### config.mk
export PLATFORM = sky130hd
export DESIGN_NAME = fsm_pattern_tx
export DESIGN_NICKNAME = d
export VERILOG_FILES = /design/src/rtl/fsm_pattern_pkg.sv /design/src/rtl/fsm_pattern_tx_counter.sv /design/src/rtl/fsm_pattern_tx.sv
export SDC_FILE = /design/constraint.sdc
export NUM_CORES = 1
export LEC_CHECK = 0
export CORE_MARGIN = 2
export CORE_UTILIZATION = 49
export DETAILED_ROUTE_END_ITERATION = 8
export PLACE_DENSITY = 0.7
export SLEW_MARGIN = 20
export SYNTH_ARGS = -nofsm -noshare
export SYNTH_HDL_FRONTEND = slang
export SYNTH_SLANG_ARGS = --single-unit
### constraint.sdc
create_clock -name clk -period 4.5 [get_ports clk]
set_input_delay 0.9 -clock clk [delete_from_list [all_inputs] [get_ports clk]]
set_output_delay 0.9 -clock clk [all_outputs]
set_load 0.02 [all_outputs]
### src/rtl/fsm_pattern_pkg.sv
// Shared definitions for the pattern transmitter: one-hot state encoding,
// default timing constants and the default phase counter width.
package fsm_pattern_pkg;

  localparam int STATE_W         = 6;
  localparam int HIGH_CYC_DEF    = 4;
  localparam int LOW_CYC_DEF     = 4;
  localparam int ACK_TIMEOUT_DEF = 16;
  localparam int CNT_W_DEF       = 8;

  // One-hot encoding. Any pattern not listed here is illegal and recovers to IDLE.
  typedef enum logic [STATE_W-1:0] {
    ST_IDLE     = 6'b000001,
    ST_P1_HIGH  = 6'b000010,
    ST_GAP_LOW  = 6'b000100,
    ST_P2_HIGH  = 6'b001000,
    ST_WAIT_ACK = 6'b010000,
    ST_TAIL_LOW = 6'b100000
  } state_e;

endpackage

### src/rtl/fsm_pattern_tx_counter.sv
// pattern_phase_counter: loadable up/down phase counter.
// Ports:
//   clk, reset       clock, synchronous active-low reset (counter -> 0)
//   clear_i          force counter to 0 (highest priority)
//   load_i/load_val_i load a value (next priority)
//   dec_i / inc_i    decrement / increment (dec wins if both asserted)
//   zero_o           counter == 0
//   at_limit_o       counter == LIMIT
module pattern_phase_counter #(
  parameter int CNT_W = 8,
  parameter int LIMIT = 15
) (
  input  logic             clk,
  input  logic             reset,
  input  logic             clear_i,
  input  logic             load_i,
  input  logic [CNT_W-1:0] load_val_i,
  input  logic             dec_i,
  input  logic             inc_i,
  output logic             zero_o,
  output logic             at_limit_o
);

  logic [CNT_W-1:0] cnt_q, cnt_d;

  always_comb begin
    cnt_d = cnt_q;
    if (clear_i)     cnt_d = '0;
    else if (load_i) cnt_d = load_val_i;
    else if (dec_i)  cnt_d = cnt_q - 1'b1;
    else if (inc_i)  cnt_d = cnt_q + 1'b1;
  end

  always_ff @(posedge clk) begin
    if (!reset) cnt_q <= '0;
    else        cnt_q <= cnt_d;
  end

  assign zero_o     = (cnt_q == '0);
  assign at_limit_o = (cnt_q == CNT_W'(LIMIT));

endmodule

### src/rtl/fsm_pattern_tx.sv
// fsm_pattern_tx: transmit side of the single-wire handshake pattern.
// Drives a_out high -> low -> high, waits for the receiver's acknowledge,
// then returns a_out low. All outputs are registered.
// Ports:
//   clk, reset   clock (rising edge), synchronous active-low reset
//   go           frame request, sampled only in IDLE (also in the done cycle)
//   ack_in       acknowledge from the receiver, only looked at in WAIT_ACK
//   a_out        pattern line to the receiver
//   busy         high while a frame is in progress
//   done         one-cycle pulse in the first IDLE cycle after a frame
//   err          sticky timeout flag, cleared by reset or by the next accepted go
//   state_dbg    current one-hot state, for observation only
//
// Handshake: go is a level request; it is accepted on any edge where the FSM is
// in IDLE and go==1, and ignored (not queued) otherwise. ack_in is a level
// acknowledge accepted on any edge in WAIT_ACK; it wins over a same-cycle timeout.
module fsm_pattern_tx
  import fsm_pattern_pkg::*;
#(
  parameter int HIGH_CYC    = HIGH_CYC_DEF,
  parameter int LOW_CYC     = LOW_CYC_DEF,
  parameter int ACK_TIMEOUT = ACK_TIMEOUT_DEF,
  parameter int CNT_W       = CNT_W_DEF
) (
  input  logic               clk,
  input  logic               reset,
  input  logic               go,
  input  logic               ack_in,
  output logic               a_out,
  output logic               busy,
  output logic               done,
  output logic               err,
  output logic [STATE_W-1:0] state_dbg
);

  localparam logic [CNT_W-1:0] HIGH_LOAD = CNT_W'(HIGH_CYC - 1);
  localparam logic [CNT_W-1:0] LOW_LOAD  = CNT_W'(LOW_CYC - 1);

  state_e state_q, state_d;
  logic   a_q, a_d;
  logic   busy_q, busy_d;
  logic   done_q, done_d;
  logic   err_q, err_d;

  logic             cnt_clear, cnt_load, cnt_dec, cnt_inc;
  logic [CNT_W-1:0] cnt_load_val;
  logic             cnt_zero, cnt_at_limit;

  pattern_phase_counter #(
    .CNT_W (CNT_W),
    .LIMIT (ACK_TIMEOUT - 1)
  ) u_cnt (
    .clk        (clk),
    .reset      (reset),
    .clear_i    (cnt_clear),
    .load_i     (cnt_load),
    .load_val_i (cnt_load_val),
    .dec_i      (cnt_dec),
    .inc_i      (cnt_inc),
    .zero_o     (cnt_zero),
    .at_limit_o (cnt_at_limit)
  );

  always_comb begin
    state_d      = state_q;
    a_d          = a_q;
    busy_d       = busy_q;
    done_d       = 1'b0;
    err_d        = err_q;
    cnt_clear    = 1'b0;
    cnt_load     = 1'b0;
    cnt_load_val = '0;
    cnt_dec      = 1'b0;
    cnt_inc      = 1'b0;

    case (state_q)
      ST_IDLE: begin
        a_d    = 1'b0;
        busy_d = 1'b0;
        if (go) begin
          state_d      = ST_P1_HIGH;
          a_d          = 1'b1;
          busy_d       = 1'b1;
          err_d        = 1'b0;
          cnt_load     = 1'b1;
          cnt_load_val = HIGH_LOAD;
        end
      end
      ST_P1_HIGH: begin
        if (cnt_zero) begin
          state_d      = ST_GAP_LOW;
          a_d          = 1'b0;
          cnt_load     = 1'b1;
          cnt_load_val = LOW_LOAD;
        end else begin
          cnt_dec = 1'b1;
        end
      end
      ST_GAP_LOW: begin
        if (cnt_zero) begin
          state_d      = ST_P2_HIGH;
          a_d          = 1'b1;
          cnt_load     = 1'b1;
          cnt_load_val = HIGH_LOAD;
        end else begin
          cnt_dec = 1'b1;
        end
      end
      ST_P2_HIGH: begin
        if (cnt_zero) begin
          // Counter switches to counting up the acknowledge wait.
          state_d   = ST_WAIT_ACK;
          a_d       = 1'b1;
          cnt_clear = 1'b1;
        end else begin
          cnt_dec = 1'b1;
        end
      end
      ST_WAIT_ACK: begin
        if (ack_in) begin
          state_d      = ST_TAIL_LOW;
          a_d          = 1'b0;
          cnt_load     = 1'b1;
          cnt_load_val = LOW_LOAD;
        end else if (cnt_at_limit) begin
          state_d   = ST_IDLE;
          a_d       = 1'b0;
          err_d     = 1'b1;
          done_d    = 1'b1;
          busy_d    = 1'b0;
          cnt_clear = 1'b1;
        end else begin
          cnt_inc = 1'b1;
        end
      end
      ST_TAIL_LOW: begin
        if (cnt_zero) begin
          state_d = ST_IDLE;
          done_d  = 1'b1;
          busy_d  = 1'b0;
        end else begin
          cnt_dec = 1'b1;
        end
      end
      default: begin
        state_d   = ST_IDLE;
        a_d       = 1'b0;
        busy_d    = 1'b0;
        cnt_clear = 1'b1;
      end
    endcase
  end

  always_ff @(posedge clk) begin
    if (!reset) begin
      state_q <= ST_IDLE;
      a_q     <= 1'b0;
      busy_q  <= 1'b0;
      done_q  <= 1'b0;
      err_q   <= 1'b0;
    end else begin
      state_q <= state_d;
      a_q     <= a_d;
      busy_q  <= busy_d;
      done_q  <= done_d;
      err_q   <= err_d;
    end
  end

  assign a_out     = a_q;
  assign busy      = busy_q;
  assign done      = done_q;
  assign err       = err_q;
  assign state_dbg = state_q;

endmodule
* After elaboration in Yosys (flattened, before gate mapping)
Index checks and enable logic that the tools add are counted.
** Operators by class
- Add/subtract/negate cells :: 2
- Equal/unequal tests :: 16
- Muxes and demuxes :: 39
- Bitwise gates (word level) :: 3
- Reductions and logical operators :: 13
** Operator list (count)
- $mux W6 :: 7
- $pmux W6 S6 :: 1
- $mux W8 :: 3
- $mux W1 :: 18
- $ne A2 B2 Y1 const B :: 7
- $reduce_and A4 Y1 :: 3
- $add A8 B1 Y8 const B :: 1
- $eq A8 B4 Y1 const B :: 1
- $logic_not A8 Y1 :: 1
- $reduce_or A4 Y1 :: 2
- $sub A8 B1 Y8 const B :: 1
- $eq A6 B1 Y1 const B :: 1
- $eq A6 B2 Y1 const B :: 1
- $eq A6 B3 Y1 const B :: 1
- $eq A6 B4 Y1 const B :: 1
- $eq A6 B5 Y1 const B :: 1
- $eq A6 B6 Y1 const B :: 1
- $mux W2 :: 3
- $pmux W1 S3 :: 2
- $pmux W2 S3 :: 1
- $reduce_and A6 Y1 :: 1
- $reduce_or A2 Y1 :: 3
- $pmux W1 S5 :: 1
- $pmux W1 S2 :: 2
- 7 further kinds :: 9
** Word-level totals
- Register bits after elaboration :: 18
- Input bits :: 4
- Output and inout bits :: 10
- Word-level logic and storage cells :: 79

* Depth between registers and ports, before layout
- Word-level depth :: 7
- Depth in mapped cells :: 12
- Gate-level depth less buffers :: 11

* Cells and area by module
From an unflattened synthesis, not the netlist that was laid out.
** Second synthesis, totals
- Cells, all modules :: 167
- Area, all modules :: 1363.8 sq um
** By module, submodules not included
- pattern_phase_counter :: times used 1, cells each 93, area an instance 743.2 sq um, seq. area each 160.2 sq um
- fsm_pattern_tx :: times used 1, cells each 74, area an instance 620.6 sq um, seq. area each 200.2 sq um

* Worst setup path before layout
Ideal clock, no wire load.
- Path kind :: register -> register
- Start :: register state_q[1] (netlist: state_dbg[1])
- End :: register u_cnt.cnt_q[6]
- Setup time :: 0.144 ns
- Data arrival time :: 2.487 ns
- Data required time :: 4.356 ns
- Slack :: 1.870 ns
- Cell stages (with the launch flop) :: 12
- Buffers on the path :: 1
- Period minus slack after synthesis :: 2.630 ns
- Cell sequence :: dfxtp_1 buf_2 or3_1 a211o_4 nor2_4 xor2_1 ha_1 nor3_1 nor3_1 o22a_1 mux2i_1 a21oi_1
** Between the ends
- Longest elaborated chain between the ends :: 5
- Elaborated cells between the ends (all ways) :: 17
- Those cells by class :: eq/ne: 6; mux: 6; reduce/logical: 5
** Ends and longest elaborated chain
- from (decl) :: RTL line fsm_pattern_tx.sv:39 : state_e state_q, state_d;
- from (signal assigned) :: RTL line fsm_pattern_tx.sv:162 : state_q <= state_d;
- $eq A6 B6 Y1, or another cell as far along :: RTL line fsm_pattern_tx.sv:76 : case (state_q)
- $reduce_or A4 Y1 (no source line)
- $mux W1
- $mux W8 :: RTL line fsm_pattern_tx_counter.sv:30 : else if (dec_i) cnt_d = cnt_q - 1'b1;
- $mux W8 :: RTL line fsm_pattern_tx_counter.sv:29 : else if (load_i) cnt_d = load_val_i;
- to (signal assigned) :: RTL line fsm_pattern_tx_counter.sv:36 : else cnt_q <= cnt_d;
- to (decl) :: RTL line fsm_pattern_tx_counter.sv:24 : logic [CNT_W-1:0] cnt_q, cnt_d;
Several ways; a longest one is shown, not always the timed one.
A chain may end at the register's enable or synchronous reset.

* Worst setup path after layout
- Start :: register state_q[2] (netlist: state_dbg[2])
- End :: register u_cnt.cnt_q[4]
Same word-level chain as after synthesis.

==> metrics <==
status=finished, final reports clean; RSZ-0062 raised after global routing=no; Crit Path Class=reg2reg; Slew HR=0.394; dpl ws=1530 ps; commonest non-fill, non-tap cell in the layout=dfxtp_1; Syn. warnings=0; cell area after synthesis=1380 sq um; H-tree depth=1; die height=57.1 um; worst slew pin tran=903 ps; Max VDD drop=0.223 mV; total CTS buffers=3; postcts setup bufs=0; Hold Path Depth=2; All-Layer GR Usage=0.220; Post-Syn Nets=178; clk_skew=3.25 ps; hold buffers post-CTS=0; final hold vios=0; Rows=19; WL met2=1630 um; IO Pins=14; flop2flop setup slack=1500 ps; critical path data arrival time=3200 ps; Max FO, Critical Path=13; RR Startpoint=state_dbg[2]; Core Area=2710 sq um; Via density=6.41; Pwr per Cell Area=280 nW/um^2; vias after detailed routing=1334; Final ANT Viol Nets=0; worst setup margin=1500 ps; clock-pin slew on the worst setup and hold paths=110 ps; vias in the first global route=1252; Leakage Power=0.583 nW; routability cong.=0.873; met3 WL=136 um; Yosys reg bits=18; Clock Latency Late Sink=290 ps; cell taking the most area after synthesis=dfxtp_1; post-CTS sizing=0; first-pass detailed-route iteration total=4; Hold Path End=busy; P&R area growth vs syn=9.40%; Root Buffer=clkbuf_4; crit share post-route=0.666; CTS tree=done; global-route wire length before repair=5770 um; reg2reg path depth=10; Top FF cell, synth=dfxtp_1; drt wl/cell=15.7 um; Initial DRC Count=67; synth top area cells=dfxtp_1 26%, o21ai_0 4.3%, nor2_1 4.1%; Yosys cell types=53; share of post-route cells with drive strength above 1=0.102; Slew Limit Fails=0; most frequent cells in the layout=18 x dfxtp_1, 15 x nor2_1, 13 x clkdlybuf4s50_1; routed metal-1 wirelength=1480 um; initial antenna violation count=0; endpoints failing setup=0; worst r2r dst=u_cnt.cnt_q[4]; max cap viols=0; Max Clk Rate=334 MHz; HP Start=busy; Critical Path Source Type=flip-flop; crit path time final=3000 ps; uppermost routed layer=met4; DRC viols=0; Synth top area share=0.260; CP Launch Point=state_dbg[2]; fraction of registers with async set/reset=0; Critical Path RT=4710 ps; # clock sinks=18; Avg Cell Area, Syn=8.05 sq um; Crit. End Element=flip-flop; die area=3260 sq um; Ant. Diodes=0; Syn Inst Count=172; IO buf count=13; DP HPWL=2440 um; clk buf depth=2; largest net degree at the start of global routing=16; Seq/Total Area, Yosys=0.260; worst min path class=reg2reg; grt total ovfl=0; routed wire length=3270 um; Nets=184; Starting Density=0.511; Setup TNS=0 ps; EDFF count, synth=0; Die W=57.1 um
[layout make-up]
class,instances,area [sq um]
clock buffer,4,36.3
sequential,18,360
inverter,5,18.8
fill,250,1200
multi-input combinational,137,930
tap,31,38.8
timing repair buffer,13,130
[critical path: stages (launching register included)]
cell      delay (ps)
dfxtp_1          610
xnor2_1          140
or3_1            370
a211o_4          410
nor2_4           240
xor2_1           110
ha_1             260
or2_2            330
nor3_1           140
nor3_1            60
a311oi_1         250
[power breakdown]
part / internal (mW) / switching, mW
sequential: 0.170 / 0.0233
clock: 0.0493 / 0.0511
combinational: 0.0546 / 0.0763
[metal layers]
metal,vias up,global-route usage
met2,36,0.379
met1,645,0.282
li1,649,-
met4,0,0.0598
met5,-,0
met3,4,0.0385
[state kept, by name, indices dropped and copies added (netlist names)]
signal       cells
busy             1
u_cnt.cnt_q      8
state_dbg        6
done             1
a_out            1
err              1
[cells by family after synthesis]
logic type	synth area share
xor+xnor	0.0316
buf+inv	0.0678
mux	0.0226
compound gates	0.279
fa+ha+maj	0.0181
simple gates	0.320
flops	0.260
[cells in the mapped netlist, drive strengths merged (2+ instances only)]
cell	count
and2	3
or3	7
nor2	16
a21o	2
o21ai	13
a311oi	2
inv	5
nor3b	4
a21oi	6
nand3	6
dfxtp	18
or4	2
a31oi	3
a21boi	3
nand2	13
nor3	12
a2111oi	2
xor2	4
a211oi	3
ha	2
o211ai	2
mux2i	2
clkbuf	3
nor4	3
o211a	3
nor2b	4
a32oi	2
buf	9
[how the worst max path moves through the flow]
stage | endpoint | slack [ps] | depth (start not counted)
after floorplan | u_cnt.cnt_q[6] | 1870 | 11
after detailed placement | u_cnt.cnt_q[6] | 1530 | 11
after CTS | u_cnt.cnt_q[6] | 1520 | 11
after global routing | u_cnt.cnt_q[4] | 1220 | 10
after global placement | u_cnt.cnt_q[4] | 1560 | 10
final | u_cnt.cnt_q[4] | 1500 | 10
[stage by stage]
| step | hold WS, ps | util | power [mW] | area, sq um | std cells |
|---|---|---|---|---|---|
| after global routing | 536 | 0.559 | 0.451 | 1510 | 208 |
| after detailed placement | 475 | 0.545 | 0.326 | 1480 | 204 |
| final | 495 | 0.559 | 0.424 | 1510 | 208 |
| after CTS | 500 | 0.559 | 0.425 | 1510 | 208 |
| after floorplan | 481 | - | 0.292 | 1380 | 172 |
| after global placement | 457 | 0.545 | 0.325 | 1480 | 204 |
Power figures use the tool's default switching activity.
